File: src/rtl/scaler_pkg.sv
// Shared definitions for the scaler / LCD buffer-RAM datapath: requester ids,
// default bus widths and the read-return pipeline entry.
package scaler_pkg;

    localparam logic REQ_LCD = 1'b0;
    localparam logic REQ_AUX = 1'b1;

    localparam int DEF_ADDR_W = 17;
    localparam int DEF_DATA_W = 16;

    typedef struct packed {
        logic valid;
        logic id;
    } ret_ent_t;

endpackage

File: src/rtl/rd_lat_pipe.sv
// RD_LAT-deep shift register that tracks outstanding BRAM reads {valid, id};
// RD_LAT=0 is a pure wire for a combinational RAM.
module rd_lat_pipe
    import scaler_pkg::*;
#(
    parameter int RD_LAT = 1
) (
    input  logic     clk,
    input  logic     rst_n,
    input  ret_ent_t ent_d,
    output ret_ent_t ent_q
);

    generate
        if (RD_LAT == 0) begin : g_bypass
            assign ent_q = ent_d;
        end else begin : g_pipe
            ret_ent_t stage [RD_LAT];

            always_ff @(posedge clk or negedge rst_n) begin
                if (!rst_n) begin
                    for (int i = 0; i < RD_LAT; i++) begin
                        stage[i] <= '0;
                    end
                end else begin
                    stage[0] <= ent_d;
                    for (int i = 1; i < RD_LAT; i++) begin
                        stage[i] <= stage[i-1];
                    end
                end
            end

            assign ent_q = stage[RD_LAT-1];
        end
    endgenerate

endmodule

File: src/rtl/bram_rd_arbiter.sv
// Two-way arbiter for the bufferram read port: LCD scan-out (r0) versus an
// auxiliary reader (r1), with bounded r1 starvation and an r0 underrun counter.
module bram_rd_arbiter
    import scaler_pkg::*;
#(
    parameter int ADDR_W     = DEF_ADDR_W,
    parameter int DATA_W     = DEF_DATA_W,
    parameter int RD_LAT     = 1,
    parameter int STARVE_MAX = 8
) (
    input  logic              clk,
    input  logic              rst_n,
    input  logic              rr_mode,
    input  logic              r0_req,
    input  logic [ADDR_W-1:0] r0_addr,
    output logic              r0_gnt,
    output logic              r0_valid,
    output logic [DATA_W-1:0] r0_data,
    input  logic              r1_req,
    input  logic [ADDR_W-1:0] r1_addr,
    output logic              r1_gnt,
    output logic              r1_valid,
    output logic [DATA_W-1:0] r1_data,
    input  logic              r0_miss_clr,
    output logic [7:0]        r0_miss_cnt,
    output logic [ADDR_W-1:0] BRAMADDR,
    input  logic [DATA_W-1:0] BRAMDATA
);

    localparam logic [7:0] STARVE_LIM = 8'(STARVE_MAX);

    logic              rdy;
    logic [7:0]        starve_cnt;
    logic              last_gnt;
    logic [ADDR_W-1:0] addr_q;
    ret_ent_t          ret_d;
    ret_ent_t          ret_q;

    // Handshake: a read transfers in any cycle with req && gnt. A requester
    // keeps req/addr stable until granted and may drop req to withdraw.
    always_comb begin
        r0_gnt = 1'b0;
        r1_gnt = 1'b0;
        if (rdy) begin
            if (r0_req && !r1_req) begin
                r0_gnt = 1'b1;
            end else if (r1_req && !r0_req) begin
                r1_gnt = 1'b1;
            end else if (r0_req && r1_req) begin
                if (starve_cnt == STARVE_LIM) begin
                    r1_gnt = 1'b1;
                end else if (!rr_mode || last_gnt == REQ_AUX) begin
                    r0_gnt = 1'b1;
                end else begin
                    r1_gnt = 1'b1;
                end
            end
        end
    end

    always_comb begin
        BRAMADDR = addr_q;
        if (r0_gnt) begin
            BRAMADDR = r0_addr;
        end else if (r1_gnt) begin
            BRAMADDR = r1_addr;
        end
        ret_d.valid = r0_gnt || r1_gnt;
        ret_d.id    = r1_gnt ? REQ_AUX : REQ_LCD;
    end

    always_ff @(posedge clk or negedge rst_n) begin
        if (!rst_n) begin
            rdy        <= 1'b0;
            starve_cnt <= '0;
            last_gnt   <= REQ_AUX;
            addr_q     <= '0;
        end else begin
            rdy <= 1'b1;
            if (r1_req && !r1_gnt) begin
                if (starve_cnt < STARVE_LIM) begin
                    starve_cnt <= starve_cnt + 8'd1;
                end
            end else begin
                starve_cnt <= '0;
            end
            if (r0_gnt || r1_gnt) begin
                last_gnt <= r1_gnt ? REQ_AUX : REQ_LCD;
                addr_q   <= BRAMADDR;
            end
        end
    end

    // Underrun only counts once the arbiter is live; clear beats increment.
    always_ff @(posedge clk or negedge rst_n) begin
        if (!rst_n) begin
            r0_miss_cnt <= '0;
        end else if (r0_miss_clr) begin
            r0_miss_cnt <= '0;
        end else if (r0_req && !r0_gnt && rdy && r0_miss_cnt != 8'hFF) begin
            r0_miss_cnt <= r0_miss_cnt + 8'd1;
        end
    end

    rd_lat_pipe #(
        .RD_LAT (RD_LAT)
    ) u_rd_lat_pipe (
        .clk   (clk),
        .rst_n (rst_n),
        .ent_d (ret_d),
        .ent_q (ret_q)
    );

    assign r0_valid = ret_q.valid && (ret_q.id == REQ_LCD);
    assign r1_valid = ret_q.valid && (ret_q.id == REQ_AUX);
    assign r0_data  = BRAMDATA;
    assign r1_data  = BRAMDATA;

endmodule

File: config.mk
export PLATFORM = sky130hd
export DESIGN_NAME = bram_rd_arbiter
export DESIGN_NICKNAME = d
export VERILOG_FILES = /design/src/rtl/scaler_pkg.sv /design/src/rtl/rd_lat_pipe.sv /design/src/rtl/bram_rd_arbiter.sv
export SDC_FILE = /design/constraint.sdc
export NUM_CORES = 1
export LEC_CHECK = 0
export BUFFER_PORTS_ARGS = -buffer_cell sky130_fd_sc_hd__buf_2
export CORE_ASPECT_RATIO = 1.4
export CORE_UTILIZATION = 42
export CTS_BUF_LIST = sky130_fd_sc_hd__clkbuf_4
export CTS_CLUSTER_DIAMETER = 150
export DETAILED_ROUTE_END_ITERATION = 10
export GPL_ROUTABILITY_DRIVEN = 0
export PLACE_DENSITY_LB_ADDON = 0.1
export SYNTH_ARGS = -nofsm -noshare
export SYNTH_HDL_FRONTEND = slang
export SYNTH_SLANG_ARGS = --single-unit
File: constraint.sdc
create_clock -name clk -period 2 [get_ports clk]
set_input_delay 0.3 -clock clk [delete_from_list [all_inputs] [get_ports clk]]
set_output_delay 0.3 -clock clk [all_outputs]
set_load 0.1 [all_outputs]
Yosys cells after proc, flatten, opt, wreduce, memory -nomap -nowiden
Index checks and enable logic that the tools add are counted. W data, S select, Z words.

Word-level logic and storage cells: 50. Bits in read-only memories: 0. Bits in registers: 37. Memories kept: 0. Input port bits: 56. RAM bits: 0. Output and inout bits: 61. Bits in latches: 0.

Bitwise gates (word level): 1. Mux-type cells: 19. Multipliers: 0. Eq/ne operators: 3. Shifts and indexed selects: 0. $lt $le $gt $ge: 1. Add/sub/neg operators: 2. Divide/modulo/power cells: 0. Reduce and logical (&&, ||, !) cells: 17.

Operator list (count): $mux W17 (2); $mux W8 (4); $add A8 B1 Y8 const B (2); $mux W1 (13); $logic_and A1 B1 Y1 (9); $eq A8 B4 Y1 const B (1); $lt A8 B4 Y1 const B (1); $ne A8 B8 Y1 const B (1); $logic_not A1 Y1 (5); $logic_or A1 B1 Y1 (2); $ne A2 B1 Y1 const B (1); $reduce_bool A2 Y1 (1); $not A1 Y1 (1).

Logic depth before layout (Yosys ltp)
Gate-level depths: netlist (run 1).

Depth after elaboration: 14. Mapped depth: 8. Depth with buffers taken out: 7.

Modules after synthesis
Synthesis (run 1) repeated with hierarchy kept, for this count alone.

Cells, all modules: 203. Area total of the unflattened synthesis: 2207.1 um^2.

By module, submodules not included: bram_rd_arbiter (seq. area each 877.1 um^2, cells each 201, times used 1, area each 2157.1 um^2); rd_lat_pipe (seq. area each 50.0 um^2, cells each 2, times used 1, area each 50.0 um^2).

Worst setup path after synthesis (run 1)
Ideal clock, no wire load.

Kind: reg-to-output. From: register starve_cnt[5]. To: output BRAMADDR[14]. Stages on the path, launching flop included: 7. Setup slack: -0.810 ns. Required time: 1.700 ns. Arrival time: 2.510 ns. Buffers on the path: 1. Cells stage by stage: dfrtp_1 -> or4_4 -> o311ai_4 -> nand3_4 -> clkinv_4 -> buf_8 -> a221o_1.

Cells in the longest elaborated chain, start to end: 8. Elaborated cells between the ends (all ways): 13. Those cells by class: eq/ne (1); mux (12).

Ends and longest elaborated chain: start: declaration (line bram_rd_arbiter.sv:33) `logic [7:0] starve_cnt;`; start signal: assignment (line bram_rd_arbiter.sv:82) `starve_cnt <= starve_cnt + 8'd1;`; $eq A8 B4 Y1 (line bram_rd_arbiter.sv:50) `if (starve_cnt == STARVE_LIM) begin`; $mux W1 (line bram_rd_arbiter.sv:50); $mux W1 (line bram_rd_arbiter.sv:49) `end else if (r0_req && r1_req) begin`; $mux W1 (line bram_rd_arbiter.sv:47) `end else if (r1_req && !r0_req) begin`; $mux W1 (line bram_rd_arbiter.sv:45) `if (r0_req && !r1_req) begin`; $mux W1 (line bram_rd_arbiter.sv:44) `if (rdy) begin`; named net r1_gnt (line bram_rd_arbiter.sv:21) `output logic r1_gnt,`; $mux W17 (line bram_rd_arbiter.sv:65) `end else if (r1_gnt) begin`; $mux W17 (line bram_rd_arbiter.sv:63) `if (r0_gnt) begin`; end: declaration (line bram_rd_arbiter.sv:26) `output logic [ADDR_W-1:0] BRAMADDR,`.

The timed path passes the listed nets, and every way through them passes these cells.

Worst setup path in the final report (run 1)
From: register starve_cnt[6]. To: output BRAMADDR[0].

Cells in the longest elaborated chain, start to end: 8. Elaborated cells between the ends (all ways): 13. Those cells by class: eq/ne (1); mux (12).

Ends and longest elaborated chain (line): $eq A8 B4 Y1 * (bram_rd_arbiter.sv:50); $mux W1 (bram_rd_arbiter.sv:50); $mux W1 (bram_rd_arbiter.sv:49); $mux W1 (bram_rd_arbiter.sv:47); $mux W1 (bram_rd_arbiter.sv:45); $mux W1 (bram_rd_arbiter.sv:44); $mux W17 (bram_rd_arbiter.sv:65); $mux W17 * (bram_rd_arbiter.sv:63).

Every way passes the cells marked *; elsewhere a longest branch is shown, timed or not.

==> results of run 1 <==
[synthesized netlist by cell type, drive strengths merged, types with 2 or more instances]
cell | count | area, um2
a21oi | 8 | 40.0
a221o | 34 | 369
and2 | 18 | 113
and3 | 8 | 60.1
buf | 40 | 320
clkbuf | 3 | 11.3
dfrtp | 36 | 901
ha | 3 | 37.5
inv | 6 | 22.5
nand2 | 4 | 15.0
nand3 | 2 | 22.5
nand4 | 2 | 12.5
nor2b | 2 | 12.5
o21ai | 6 | 30.0
o31ai | 4 | 30.0
or3 | 4 | 25.0
or4 | 5 | 41.3
[what timing repair did]
item	4_1_cts	5_1_grt
gates resized for setup	6	0
buffers inserted	1	0
endpoints found under the hold margin	26	0
endpoints found under the setup margin	19	27
hold buffers	1	0
pin swaps	1	0
[worst min path at each step]
| stage | from | to | cells past startpoint |
|---|---|---|---|
| 5_1_grt | r1_addr[1] | addr_q[1]$_DFFE_PN0P_ | 2 |
| 4_1_cts | r0_miss_clr | r0_miss_cnt[1]$_DFFE_PN0P_ | 2 |
| 6_report | r0_miss_clr | r0_miss_cnt[1]$_DFFE_PN0P_ | 2 |
| 3_3_place_gp | rst_n | r0_miss_cnt[1]$_DFFE_PN0P_ | 1 |
| 2_1_floorplan | rst_n | addr_q[0]$_DFFE_PN0P_ | 0 |
| 3_5_place_dp | rst_n | r0_miss_cnt[0]$_DFFE_PN0P_ | 1 |
[final cells by class]
type                    count  area, um2  area share, %
clock inverters             3       17.5          0.557
flip-flops and latches     37        942           29.9
well taps                  66       82.6           2.62
multi-input cells         116       1170           37.3
clock buffers               5       37.5           1.19
repair buffers             96        855           27.2
inverters                   7       38.8           1.23
[kinds of logic (layout without fill, tap and decap cells)]
logic type               count (synthesis)  count (layout)  synth area share [%]
other                                    1               1                 0.167
multiplexers                             1               1                 0.502
AND/OR/NAND/NOR                         52              52                  15.7
XOR/XNOR                                 2               2                 0.781
flip-flops                              37              37                  41.4
buffers and inverters                   50             111                  16.2
adder cells (fa/ha/maj)                  3               3                  1.67
AO/OA/AOI/OAI                           57              57                  23.6
[critical path: cells and delay by family (launching register included)]
family	cells	cell delay, ns
AND/OR/NAND/NOR	2	0.71
flip-flops	1	0.41
buffers and inverters	2	0.33
AO/OA/AOI/OAI	2	0.46
[stage by stage]
stage               hold slack, ns  area, um2
finish                       0.212       3150
global route                 0.195       3150
CTS                          0.191       3150
detailed placement           0.369       3050
global placement             0.366       3050
floorplan                  0.00441       2470
[cells in the final DEF, fill, tap and decap left out, drive strengths merged]
cell type	instances
o31ai	4
mux2	1
nor4	1
a21oi	8
buf	95
xor2	1
a41o	1
clkbuf	5
clkinvlp	1
dfstp	1
and4	1
nand2b	1
and2	18
ha	3
xnor2	1
dlygate4sd3	1
o211ai	1
nand4	2
or3b	1
o21bai	1
a221o	34
or4	5
conb	1
nor2	1
nand3	2
or3	4
dfrtp	36
clkinv	3
o21ai	6
nand2	4
nor2b	2
and3	8
inv	6
a32oi	1
nor3b	1
o311ai	1
and4b	1
[report_power, final]
| group | switching (uW) | internal [uW] | leakage, uW |
|---|---|---|---|
| clock network | 252 | 133 | 0.0000310 |
| logic | 649 | 450 | 0.000956 |
| registers | 18.3 | 810 | 0.000465 |
[sequential cells by signal, summed over array words and instances, names as in the netlist]
name	flops
addr_q	17
last_gnt	1
r0_miss_cnt	8
rdy	1
starve_cnt	8
u_rd_lat_pipe.ent_q	2
[routing by layer]
layer	track usage [%]	part of all wire, %
met4	5.58	1.1
met1	22.2	39
met5	0	0
met2	35.6	53
met3	5.80	6.2
==> results.env, run 1 <==
ROUTED-VIA-COUNT=1879
DIE_H_UM=88.5
CLOCK_TREE_FROM_TRITONCTS='yes'
SETUP_SLACK_NS=-0.557
FAILED_CHECKS='setup timing'
SETUP.WORST_PATH.CLASS='reg2out'
CORE_REGION_AREA_UM2=5160
TIMING.CRITICAL_PATH.CELLS='or4_4 -> o311ai_4 -> nand3_4 -> clkinv_8 -> a221o_4 -> buf_12'
TIMING.SETUP.TNS_NS=-10.15
WORST_PATH_ARRIVAL_TIME_NS=2.26
GRT_MAX_DEGREE=30
SYNTH.LIB_CELLS_USED.DISTINCT=43
IR_WORST_VDD_uV=411
POWER_DENSITY_nW_PER_UM2=734
FINAL.SETUP_SKEW_NS=0.0146
DRTANTENNAVIOLNETS=0
CTSROOTBUFFERMASTER='sky130_fd_sc_hd__clkbuf_4'
REG2REG_SETUP_SLACK_NS=0.07
INITIAL_UTILIZATION_PCT=43.5
AVGVIACOUNTPERCELL=5.69
CTS.REPORTEDPATHS.CLKPINSLEW_NS=0.12
FINALHOLDVIOLCOUNT=0
NUM-NETS-FINAL=322
SYN-CELL-AREA_UM2=2240
SYNTH-SEQ-CELLS=37
MAXCLOCKFREQUENCY_GHz=0.391
VIAS_IN_THE_FIRST_GLOBAL_ROUTE=1898
P_LEAK_uW=0.00145
CLOCK-SINKS=37
CELL_WITH_THE_LARGEST_STAGE_DELAY_ON_THE_WORST_PATH='sky130_fd_sc_hd__or4_4'
LAYOUT.FILLER_CELLS=437
RELSLEWSLACK_PCT=56.4
R2R-START='starve_cnt[6]$_DFFE_PN0P_'
ANTENNADIODECOUNT=0
NUMBER_OF_ANTENNA_VIOLATIONS_AT_THE_FIRST_CHECK_IN_GLOBAL_ROUTING=0
CTSHTREEMAXLEVEL=2
SYNTH.NET_COUNT=262
CTS_INSERTED_BUFFERS=5
SYNTH_CELLS=203
LAYOUT-AREA-OVERHEAD-VS-SYNTH_PCT=40.3
NUMBER_OF_I_O_PINS=117
DR.FIRST_ITER.DRC_COUNT=55
SETUP_REPAIR_AFTER_GLOBAL_ROUTING_MISSED_ITS_MARGIN='yes'
FINALWORSTPATHREQUIREDPERIOD_NS=2.56
GRT_FIRST_PASS_WIRELENGTH_UM=8650
LAYOUT.CELLS.NON_FILLER=330
CRITICAL_PATH.REG2REG.ENDPOINT='addr_q[0]$_DFFE_PN0P_'
WORST_EP_REQUIRED_TIME_NS=1.70
ROWS=31
GRT_UTIL_ALL_LAYERS_PCT=19.6
DRC=0
DRT_WL_TOTAL_UM=5200
WORST_SLEW_PIN_SLEW_NS=0.654
TOTAL_DESIGN_POWER_uW=2310
DETAIL_ROUTE.WL_PER_CELL_UM=15.8
TIMING.CRITICAL_PATH.TO='BRAMADDR[0]'
RUN_STATUS='finished with violations'
NUMPORTBUFFERS=68
SHARE_OF_THE_CLOCK_PERIOD_USED_BY_THE_WORST_PATH_AFTER_LAYOUT_PCT=128
SYNTH.YOSYS.SEQ_AREA_SHARE_PCT=41.4
CP-END-KIND='primary output'
MAX-CLOCK-PATH-BUFFERS=2
SETUP_VIOL_COUNT_FINAL=19
WORST_HOLD_PATH_TYPE='in2reg'
SYNTHFLOPTYPE='sky130_fd_sc_hd__dfrtp_1'
SYNTH-EDFF-COUNT=0
MAX_CAP_VIOL_COUNT=0
CRIT_PATH_MAX_FANOUT=29
DETAILEDPLACE.WORSTSLACK_NS=-0.244
DETAIL_ROUTE.FIRST_PASS.ITERATIONS=5
DP_HPWL_UM=4020
CRITICAL_PATH_ORIGIN='starve_cnt[6]$_DFFE_PN0P_'
DIE_AREA_UM2=5640
INSERTION_DELAY_NS=0.34
TIMING.REG2REG.WORST_PATH_DEPTH=8
DIE_X_UM=63.8
FINAL_MAX_SLEW_VIOL_COUNT=0
CRITICAL_PATH.MAX_STAGE_DELAY_NS=0.56
CP-START-KIND='flop'
GLOBALROUTEOVERFLOWTOTAL=0
PLACED_CELLS=320
LAYOUT.CORE_UTILIZATION_PCT=61.0
SYNTH.YOSYS.WARNINGS=0
POST_ROUTE_CELLS_DRIVE_ABOVE_1_SHARE_PCT=62.1
SYNTH-ASYNC-RESET-RATIO_PCT=100
SYN_AREA_CELL_UM2=11.0
Power figures use the tool's default switching activity.
==> run 2, diff against run 1 <==
--- a/config.mk
+++ b/config.mk
@@ -7,7 +7,7 @@
 export LEC_CHECK = 0
 export BUFFER_PORTS_ARGS = -buffer_cell sky130_fd_sc_hd__buf_2
 export CORE_ASPECT_RATIO = 1.4
-export CORE_UTILIZATION = 42
+export CORE_UTILIZATION = 47
 export CTS_BUF_LIST = sky130_fd_sc_hd__clkbuf_4
 export CTS_CLUSTER_DIAMETER = 150
 export DETAILED_ROUTE_END_ITERATION = 10
==> constraint.sdc (replaced) <==
create_clock -name clk -period 2.8 [get_ports clk]
set_input_delay 0.42 -clock clk [delete_from_list [all_inputs] [get_ports clk]]
set_output_delay 0.42 -clock clk [all_outputs]
set_load 0.1 [all_outputs]
==> run 2 against run 1 <==
The run now ends clean. Flip-flop and latch count unchanged. Clock power decreased by 28%. Sequential power decreased by 28%. Power decreased by 32%. Routed wire length decreased by 3.3%. First-iteration DRC count increased by 18%. Non-clock buffer count decreased by 24. Clock skew decreased by 0.0080 ns. Cell count decreased by 8.2%. Global-route usage increased by 2.0 points. Core utilization decreased by 0.79 points. Cell area decreased by 13%. Highest routed layer unchanged.
==> results.env, run 2 (synthesized netlist as in run 1, its figures left out) <==
RUN_STATUS='finished, final reports clean'  # was finished with violations
LAYOUT.CELLS.MOST_COMMON_LIST='sky130_fd_sc_hd__buf_2 (49), sky130_fd_sc_hd__dfrtp_1 (36), sky130_fd_sc_hd__a221o_2 (32)'  # was sky130_fd_sc_hd__buf_2 (49), sky130_fd_sc_hd__dfrtp_1 (28), sky130_fd_sc_hd__buf_4 (25)
WORST_SLEW_PIN_SLEW_NS=0.803  # was 0.654 ns
SEQUENTIAL_POWER_SHARE_PCT=37.5  # was 35.8%
DIE_AREA_UM2=5050  # was 5640 um2
CP-START-KIND='flop'  # unchanged
DIE_X_UM=60.4  # was 63.8 um
RELSLEWSLACK_PCT=46.5  # was 56.4%
CRITPATHBUFINV=2  # unchanged
DRTANTENNAVIOLNETS=0  # unchanged
ANTENNADIODECOUNT=0  # unchanged
IR_WORST_VDD_uV=331  # was 411 uV
MAXCLOCKFREQUENCY_GHz=0.368
MAX_CAP_VIOL_COUNT=0  # unchanged
GRT.MET3_USAGE_PCT=6.05  # was 5.80%
TIMING.SETUP.TNS_NS=0  # was -10.15 ns
CTS.REPORTEDPATHS.CLKPINSLEW_NS=0.11  # was 0.12 ns
CTS_INSERTED_BUFFERS=5  # unchanged
VIAS_IN_THE_FIRST_GLOBAL_ROUTE=1825  # was 1898
POST_ROUTE_CELLS_DRIVE_ABOVE_1_SHARE_PCT=53.9  # was 62.1%
DIE_H_UM=83.7  # was 88.5 um
TOP_USAGE_LAYER='met2'  # unchanged
AVGVIACOUNTPERCELL=5.84  # was 5.69
CLOCKPOWERSHARE_PCT=17.5  # was 16.7%
LARGEST_REGISTER_FFS=17  # unchanged
CRITPATHTOPFAMILY='simple AND/OR/NAND/NOR gates'  # unchanged
ROUTED-VIA-COUNT=1771  # was 1879
INSERTION_DELAY_NS=0.33  # was 0.34 ns
CORE_REGION_AREA_UM2=4570  # was 5160 um2
POSTLAYOUTCELLAREA_UM2=2750  # was 3150 um2
CTSROOTBUFFERMASTER='sky130_fd_sc_hd__clkbuf_4'  # unchanged
FINALWORSTPATHREQUIREDPERIOD_NS=2.71
GLOBALROUTEMET2UTIL_PCT=37.8  # was 35.6%
P_SW_uW=630  # was 919 uW
FINAL.SETUP_SKEW_NS=0.00655  # was 0.0146 ns
FINALHOLDVIOLCOUNT=0  # unchanged
TIMING.CRITICAL_PATH.CELLS='or4_4 -> o311ai_4 -> nand3_4 -> clkinv_8 -> a221o_2 -> buf_12'  # was or4_4 -> o311ai_4 -> nand3_4 -> clkinv_8 -> a221o_4 -> buf_12
SETUP_VIOL_COUNT_FINAL=0  # was 19
CTSHTREEMAXLEVEL=2  # unchanged
CRIT_PATH_MAX_FANOUT=18  # was 29
NUMBER_OF_I_O_PINS=117  # unchanged
GRT_UTIL_ALL_LAYERS_PCT=21.6  # was 19.6%
WORST_EP_REQUIRED_TIME_NS=2.38  # was 1.70 ns
SETUP.WORST_PATH.CLASS='reg2out'  # unchanged
POSTPLACECELLAREA_UM2=2660  # was 3050 um2
LAYOUT.CELLS.MOST_COMMON='sky130_fd_sc_hd__buf_2'  # unchanged
LAYOUT.CORE_UTILIZATION_PCT=60.2  # was 61.0%
DETAIL_ROUTE.FIRST_PASS.ITERATIONS=4  # was 5
ROWS=29  # was 31
SETUP_REPAIR_AFTER_GLOBAL_ROUTING_MISSED_ITS_MARGIN='no'  # was yes
FINAL_MAX_SLEW_VIOL_COUNT=0  # unchanged
NUMBER_OF_ANTENNA_VIOLATIONS_AT_THE_FIRST_CHECK_IN_GLOBAL_ROUTING=0  # unchanged
GLOBALROUTEOVERFLOWTOTAL=0  # unchanged
P_INT_uW=951  # was 1390 uW
DP_HPWL_UM=3540  # was 4020 um
MET1_USAGE_PCT=23.8  # was 22.2%
NUMPORTBUFFERS=68  # unchanged
P_LEAK_uW=0.00129  # was 0.00145 uW
NUM-NETS-FINAL=299  # was 322
MAX-CLOCK-PATH-BUFFERS=2  # unchanged
REGISTER_WITH_THE_HIGHEST_FLOP_COUNT='addr_q'  # unchanged
DETAIL_ROUTE.WL_PER_CELL_UM=16.6  # was 15.8 um
CELL_WITH_THE_LARGEST_STAGE_DELAY_ON_THE_WORST_PATH='sky130_fd_sc_hd__or4_4'  # unchanged
CLOCK-SINKS=37  # unchanged
WORST_PATH_ARRIVAL_TIME_NS=2.29  # was 2.26 ns
LAYOUT-AREA-OVERHEAD-VS-SYNTH_PCT=22.8  # was 40.3%
GRT_MAX_DEGREE=38  # was 30
HOLD_FIX_BUFFERS_AT_CTS=0  # was 1
SHARE_OF_THE_CLOCK_PERIOD_USED_BY_THE_WORST_PATH_AFTER_LAYOUT_PCT=96.9
CLOCK_TREE_FROM_TRITONCTS='yes'  # unchanged
POWER.SHARE.SWITCHING_PCT=39.8  # about the same
INITIAL_UTILIZATION_PCT=49.0  # was 43.5%
PWR-SHARE-COMB_PCT=45.0  # was 47.5%
DRT_WL_TOTAL_UM=5030  # was 5200 um
CP-END-KIND='primary output'  # unchanged
REG_TOP3='addr_q (17), r0_miss_cnt (8), starve_cnt (8)'  # unchanged
WORST_HOLD_PATH_TYPE='in2async'  # was in2reg
POWER_DENSITY_nW_PER_UM2=574  # was 734 nW/um2
DR.FIRST_ITER.DRC_COUNT=65  # was 55
GRT_FIRST_PASS_WIRELENGTH_UM=8340  # was 8650 um
CRITICAL_PATH.MAX_STAGE_DELAY_NS=0.58  # was 0.56 ns
WORST_HOLD_SLACK_NS=0.155  # was 0.212 ns
TOTAL_DESIGN_POWER_uW=1580  # was 2310 uW
DRC=0  # unchanged
## run 2: changes by cell type in the layout (fill, tap and decap cells not counted), sizes merged
cell,change
clkinvlp,-1
clkbuf,+1
dlygate4sd3,-1
buf,-23
clkinv,+1
## run 2: worst paths after layout
path	startpoint	end	slack, ns	cells after the start
min in group clk	r1_addr[13]	addr_q[13]$_DFFE_PN0P_	0.33	2
max in group asynchronous	rst_n	addr_q[0]$_DFFE_PN0P_	2.13	1
min reg2reg	last_gnt$_DFFE_PN1P_	last_gnt$_DFFE_PN1P_	0.58	2
max	starve_cnt[5]$_DFFE_PN0P_	BRAMADDR[8]	0.09	6
min	rst_n	r0_miss_cnt[0]$_DFFE_PN0P_	0.15	1
max reg2reg	starve_cnt[5]$_DFFE_PN0P_	addr_q[14]$_DFFE_PN0P_	0.77	6
## run 2: area by class of cell
cell class,count,area (um2)
Clock inverter,2,10.0
Timing Repair inverter,1,8.76
Timing Repair Buffer,72,668
Inverter,7,38.8
Tap cell,62,77.6
Fill cell,413,1820
Clock buffer,6,45.0
Multi-Input combinational cell,116,977
Sequential cell,37,927
## run 2: layer usage
metal	part of all wire [%]	wire, um
met5	0	0
met1	38	1940
met3	5.3	267
met2	54	2720
met4	2.0	102
## run 2: per-stage QoR
stage                     worst slack (ns)  std cells
final                               0.0857        303
after global routing               0.00858        303
after CTS                           0.0767        303
after detailed placement             0.273        293
after global placement               0.338        293
after floorplan                      0.158        203
## run 2: worst reg2reg max path, cell delays in order, from the launching register on
cell                       delay [ns]
sky130_fd_sc_hd__dfrtp_1         0.43
sky130_fd_sc_hd__or4_4           0.58
sky130_fd_sc_hd__o311ai_4        0.31
sky130_fd_sc_hd__nand3_4         0.15
sky130_fd_sc_hd__buf_4           0.20
sky130_fd_sc_hd__clkinv_4        0.14
sky130_fd_sc_hd__a221o_1         0.17
## run 2: power groups by stage
stage               Combinational (uW)  Sequential [uW]  Clock, uW
detailed placement                 707              602          0
floorplan                          679              601          0
finish                             711              593        277
CTS                                714              593        292
global placement                   700              602          0
global route                       741              597        312
## run 2: repair_timing
action | 4_1_cts | 5_1_grt
endpoints found under the hold margin | 0 | 0
endpoints found under the setup margin | 17 | 17
cloned | 1 | 0
buffers inserted | 1 | 0
gates resized for setup | 1 | 2
pin swaps | 1 | 0
==> run 3, diff against run 2 <==
--- a/config.mk
+++ b/config.mk
@@ -5,9 +5,10 @@
 export SDC_FILE = /design/constraint.sdc
 export NUM_CORES = 1
 export LEC_CHECK = 0
+export ABC_AREA = 1
 export BUFFER_PORTS_ARGS = -buffer_cell sky130_fd_sc_hd__buf_2
 export CORE_ASPECT_RATIO = 1.4
-export CORE_UTILIZATION = 47
+export CORE_UTILIZATION = 48
 export CTS_BUF_LIST = sky130_fd_sc_hd__clkbuf_4
 export CTS_CLUSTER_DIAMETER = 150
 export DETAILED_ROUTE_END_ITERATION = 10
==> run 3 against run 2 <==
Synthesized area up 6.1%. Power about the same. Global-route usage about the same. Combinational power down 15%. Maximum frequency rose by 2.0%. Flip-flop and latch count did not move. Die area up 3.8%. Critical endpoint is now BRAMADDR[11]. Sequential share of layout area is 2.0 points higher. Worst setup slack improved by 0.053 ns. Register-to-register slack gained 0.33 ns. Clock skew increased by 0.0029 ns.
==> results.env, run 3 <==
SYNTH.LIB_CELLS_USED.DISTINCT=32  # was 43
FINAL_MAX_SLEW_VIOL_COUNT=0  # unchanged
POWER_DENSITY_nW_PER_UM2=608  # was 574 nW/um2
LAYOUT.FILLER_CELLS=478  # was 413
SETUP.WORST_PATH.CLASS='reg2out'  # unchanged
NUMPORTBUFFERS=68  # unchanged
WORST_PATH_ARRIVAL_TIME_NS=2.24  # was 2.29 ns
CORE_REGION_AREA_UM2=4640  # was 4570 um2
SYNTH.NET_COUNT=345  # was 262
WORST_SLEW_PIN_SLEW_NS=0.813  # was 0.803 ns
SHARE_OF_THE_CLOCK_PERIOD_USED_BY_THE_WORST_PATH_AFTER_LAYOUT_PCT=95.1  # was 96.9%
INSERTION_DELAY_NS=0.35  # was 0.33 ns
VIAS_IN_THE_FIRST_GLOBAL_ROUTE=1965  # was 1825
GLOBALROUTEOVERFLOWTOTAL=0  # unchanged
ANTENNADIODECOUNT=0  # unchanged
SETUP_REPAIR_AFTER_GLOBAL_ROUTING_MISSED_ITS_MARGIN='no'  # unchanged
CRIT_PATH_MAX_FANOUT=18  # unchanged
WORST_EP_REQUIRED_TIME_NS=2.38  # about the same
CLOCK_TREE_FROM_TRITONCTS='yes'  # unchanged
SYNTH-ASYNC-RESET-RATIO_PCT=100  # unchanged
MAX_CAP_VIOL_COUNT=0  # unchanged
INITIAL_UTILIZATION_PCT=51.2  # was 49.0%
P_INT_uW=901  # was 951 uW
DIE_H_UM=85.3  # was 83.7 um
CP-END-KIND='primary output'  # unchanged
RELSLEWSLACK_PCT=45.8  # was 46.5%
PWR-SHARE-COMB_PCT=38.3  # was 45.0%
SEQUENTIAL_POWER_SHARE_PCT=38.3  # was 37.5%
MAXCLOCKFREQUENCY_GHz=0.376  # was 0.368 GHz
DIE_X_UM=61.5  # was 60.4 um
ROUTED-VIA-COUNT=1966  # was 1771
DETAILEDPLACE.WORSTSLACK_NS=0.481  # was 0.273 ns
FINALHOLDVIOLCOUNT=0  # unchanged
LARGEST_REGISTER_FFS=17  # unchanged
P_LEAK_uW=0.00139  # was 0.00129 uW
GRT_MAX_DEGREE=38  # unchanged
SYNTH_TOP_AREA_CELL='sky130_fd_sc_hd__dfrtp_1'  # unchanged
LAYOUT.CELLS.MOST_COMMON_LIST='sky130_fd_sc_hd__nand3_1 (77), sky130_fd_sc_hd__buf_2 (58), sky130_fd_sc_hd__nand2_1 (38)'  # was sky130_fd_sc_hd__buf_2 (49), sky130_fd_sc_hd__dfrtp_1 (36), sky130_fd_sc_hd__a221o_2 (32)
REGISTER_WITH_THE_HIGHEST_FLOP_COUNT='addr_q'  # unchanged
DRT_WL_TOTAL_UM=4920  # was 5030 um
DETAIL_ROUTE.FIRST_PASS.ITERATIONS=4  # unchanged
REG_TOP3='addr_q (17), r0_miss_cnt (8), starve_cnt (8)'  # unchanged
POST_CTS.REPAIR.SETUP_BUFFERS=0  # was 1
RUN_STATUS='finished, final reports clean'  # unchanged
NUMBER_OF_ANTENNA_VIOLATIONS_AT_THE_FIRST_CHECK_IN_GLOBAL_ROUTING=0  # unchanged
CLOCK-SINKS=37  # unchanged
DIE_AREA_UM2=5250  # was 5050 um2
DRTANTENNAVIOLNETS=0  # unchanged
POWER.SHARE.SWITCHING_PCT=43.0  # was 39.8%
GRT_FIRST_PASS_WIRELENGTH_UM=8540  # was 8340 um
GRT_UTIL_ALL_LAYERS_PCT=21.6  # about the same
TIMING.SETUP.TNS_NS=0  # unchanged
NUM-NETS-FINAL=381  # was 299
P_SW_uW=679  # was 630 uW
CP-START-KIND='flop'  # unchanged
CTSHTREEMAXLEVEL=2  # unchanged
SETUP_SLACK_NS=0.138  # was 0.0857 ns
MAX-CLOCK-PATH-BUFFERS=2  # unchanged
IR_WORST_VDD_uV=361  # was 331 uV
DETAIL_ROUTE.WL_PER_CELL_UM=12.8  # was 16.6 um
SYNTH-EDFF-COUNT=0  # unchanged
CELL_TYPES_OCCUPYING_THE_MOST_AREA_AFTER_SYNTHESIS='sky130_fd_sc_hd__dfrtp_1 (38%), sky130_fd_sc_hd__nand3_1 (16%), sky130_fd_sc_hd__buf_4 (10%), sky130_fd_sc_hd__nand3_2 (7.6%), sky130_fd_sc_hd__nand2_1 (6.0%)'  # was sky130_fd_sc_hd__dfrtp_1 (40%), sky130_fd_sc_hd__a221o_2 (12%), sky130_fd_sc_hd__buf_4 (11%), sky130_fd_sc_hd__and2_1 (5.0%), sky130_fd_sc_hd__a221o_1 (4.9%)
LAYOUT-AREA-OVERHEAD-VS-SYNTH_PCT=9.15  # was 22.8%
DP_HPWL_UM=3410  # was 3540 um
SYNTHFLOPTYPE='sky130_fd_sc_hd__dfrtp_1'  # unchanged
ROWS=29  # unchanged
CTS_INSERTED_BUFFERS=5  # unchanged
DR.FIRST_ITER.DRC_COUNT=126  # was 65
SYNTH.YOSYS.SEQ_AREA_SHARE_PCT=39.0  # was 41.4%
FINALWORSTPATHREQUIREDPERIOD_NS=2.66  # was 2.71 ns
WORST_HOLD_SLACK_NS=0.151  # was 0.155 ns
SYNTH-SEQ-CELLS=37  # unchanged
MOST_FREQUENT_CELL_AFTER_SYNTHESIS='sky130_fd_sc_hd__nand3_1'  # was sky130_fd_sc_hd__dfrtp_1
CTS.REPORTEDPATHS.CLKPINSLEW_NS=0.12  # was 0.11 ns
WORST_HOLD_PATH_TYPE='in2async'  # unchanged
SYNTH.YOSYS.WARNINGS=0  # unchanged
AVGVIACOUNTPERCELL=5.11  # was 5.84
YOSYS.AREA.TOP_TYPE_SHARE_PCT=37.9  # was 40.2%
DRC=0  # unchanged
CTSROOTBUFFERMASTER='sky130_fd_sc_hd__clkbuf_4'  # unchanged
SYNTH_CELLS=286  # was 203
SYNTH_COMMONEST_CELLS='sky130_fd_sc_hd__nand3_1 (77), sky130_fd_sc_hd__nand2_1 (38), sky130_fd_sc_hd__dfrtp_1 (36)'  # was sky130_fd_sc_hd__dfrtp_1 (36), sky130_fd_sc_hd__buf_4 (33), sky130_fd_sc_hd__a221o_2 (23)
CLOCKPOWERSHARE_PCT=23.5  # was 17.5%
SYN-CELL-AREA_UM2=2380  # was 2240 um2
NUMBER_OF_I_O_PINS=117  # unchanged
LAYOUT.CELLS.MOST_COMMON='sky130_fd_sc_hd__nand3_1'  # was sky130_fd_sc_hd__buf_2
SYN_AREA_CELL_UM2=8.32  # was 11.0 um2
FINAL.SETUP_SKEW_NS=0.00942  # was 0.00655 ns
POST_ROUTE_CELLS_DRIVE_ABOVE_1_SHARE_PCT=33.7  # was 53.9%
SETUP_VIOL_COUNT_FINAL=0  # unchanged
==> run 3: cell count changes after synthesis, sizes merged, moves of 17 or more <==
| cell | change |
|---|---|
| a221o | -34 |
| and2 | -18 |
| inv | +17 |
| nand2 | +40 |
| nand3 | +95 |
| nor2 | +22 |
==> run 3: final cells by class <==
cell class / count / area (um2) / area share (%)
Clock buffer: 6 / 45.0 / 1.73
Clock inverter: 2 / 33.8 / 1.30
Inverter: 26 / 98.8 / 3.81
Multi-Input combinational cell: 183 / 1040 / 40.1
Sequential cell: 37 / 927 / 35.7
Tap cell: 62 / 77.6 / 2.99
Timing Repair Buffer: 69 / 373 / 14.4
==> run 3: worst paths after layout <==
path,start,end,slack [ns],depth (start not counted)
worst max register to register,starve_cnt[0]$_DFFE_PN0P_,starve_cnt[4]$_DFFE_PN0P_,1.10,8
worst max-delay path,starve_cnt[0]$_DFFE_PN0P_,BRAMADDR[11],0.14,8
min in group clk,r1_addr[15],addr_q[15]$_DFFE_PN0P_,0.32,3
worst min register to register,starve_cnt[6]$_DFFE_PN0P_,starve_cnt[6]$_DFFE_PN0P_,0.50,2
worst min-delay path,rst_n,r0_miss_cnt[0]$_DFFE_PN0P_,0.15,1
max in group asynchronous,rst_n,addr_q[5]$_DFFE_PN0P_,2.12,1
==> run 3: worst max-delay path, cell delays in order (launching register included) <==
cell	delay [ns]
sky130_fd_sc_hd__dfrtp_1	0.40
sky130_fd_sc_hd__inv_1	0.11
sky130_fd_sc_hd__ha_1	0.17
sky130_fd_sc_hd__nand3_2	0.11
sky130_fd_sc_hd__or2_4	0.27
sky130_fd_sc_hd__nand3_4	0.22
sky130_fd_sc_hd__nand3_2	0.11
sky130_fd_sc_hd__nand3_1	0.09
sky130_fd_sc_hd__buf_2	0.43
==> run 3: what timing repair did <==
item	4_1_cts	5_1_grt
hold buffers	0	0
resized for setup	0	10
setup endpoints to repair	0	10
==> run 3: per-layer routing <==
| layer | up-vias | routed length (um) | track usage [%] |
|---|---|---|---|
| li1 | 982 | - | - |
| met1 | 903 | 2070 | 26.9 |
| met2 | 61 | 2420 | 34.6 |
| met3 | 20 | 299 | 5.03 |
| met4 | 0 | 129 | 9.49 |
| met5 | - | 0 | 0 |
==> run 3: cells by family (layout without fill, tap and decap cells) <==
logic type / after synthesis / in the layout / synth area share, %
simple gates: 169 / 169 / 38.6
buf+inv: 66 / 103 / 17.2
flops: 37 / 37 / 39.0
compound gates: 6 / 6 / 2.00
xor+xnor: 4 / 4 / 1.47
fa+ha+maj: 3 / 3 / 1.58
other cells: 1 / 1 / 0.158
==> run 3: power by group through the flow <==
stage	Combinational, uW	Clock [uW]	Sequential (uW)
floorplan	669	0	654
finish	605	371	604
CTS	600	386	604
global route	645	402	611
global placement	597	0	614
detailed placement	599	0	615
==> run 3: metrics by stage <==
step	power, uW	std cells	instance area [um2]	util (%)
floorplan	1320	286	2380	-
detailed placement	1210	377	2490	53.7
finish	1580	385	2600	55.9
global placement	1210	377	2490	53.7
global route	1660	385	2600	55.9
CTS	1590	385	2570	55.4
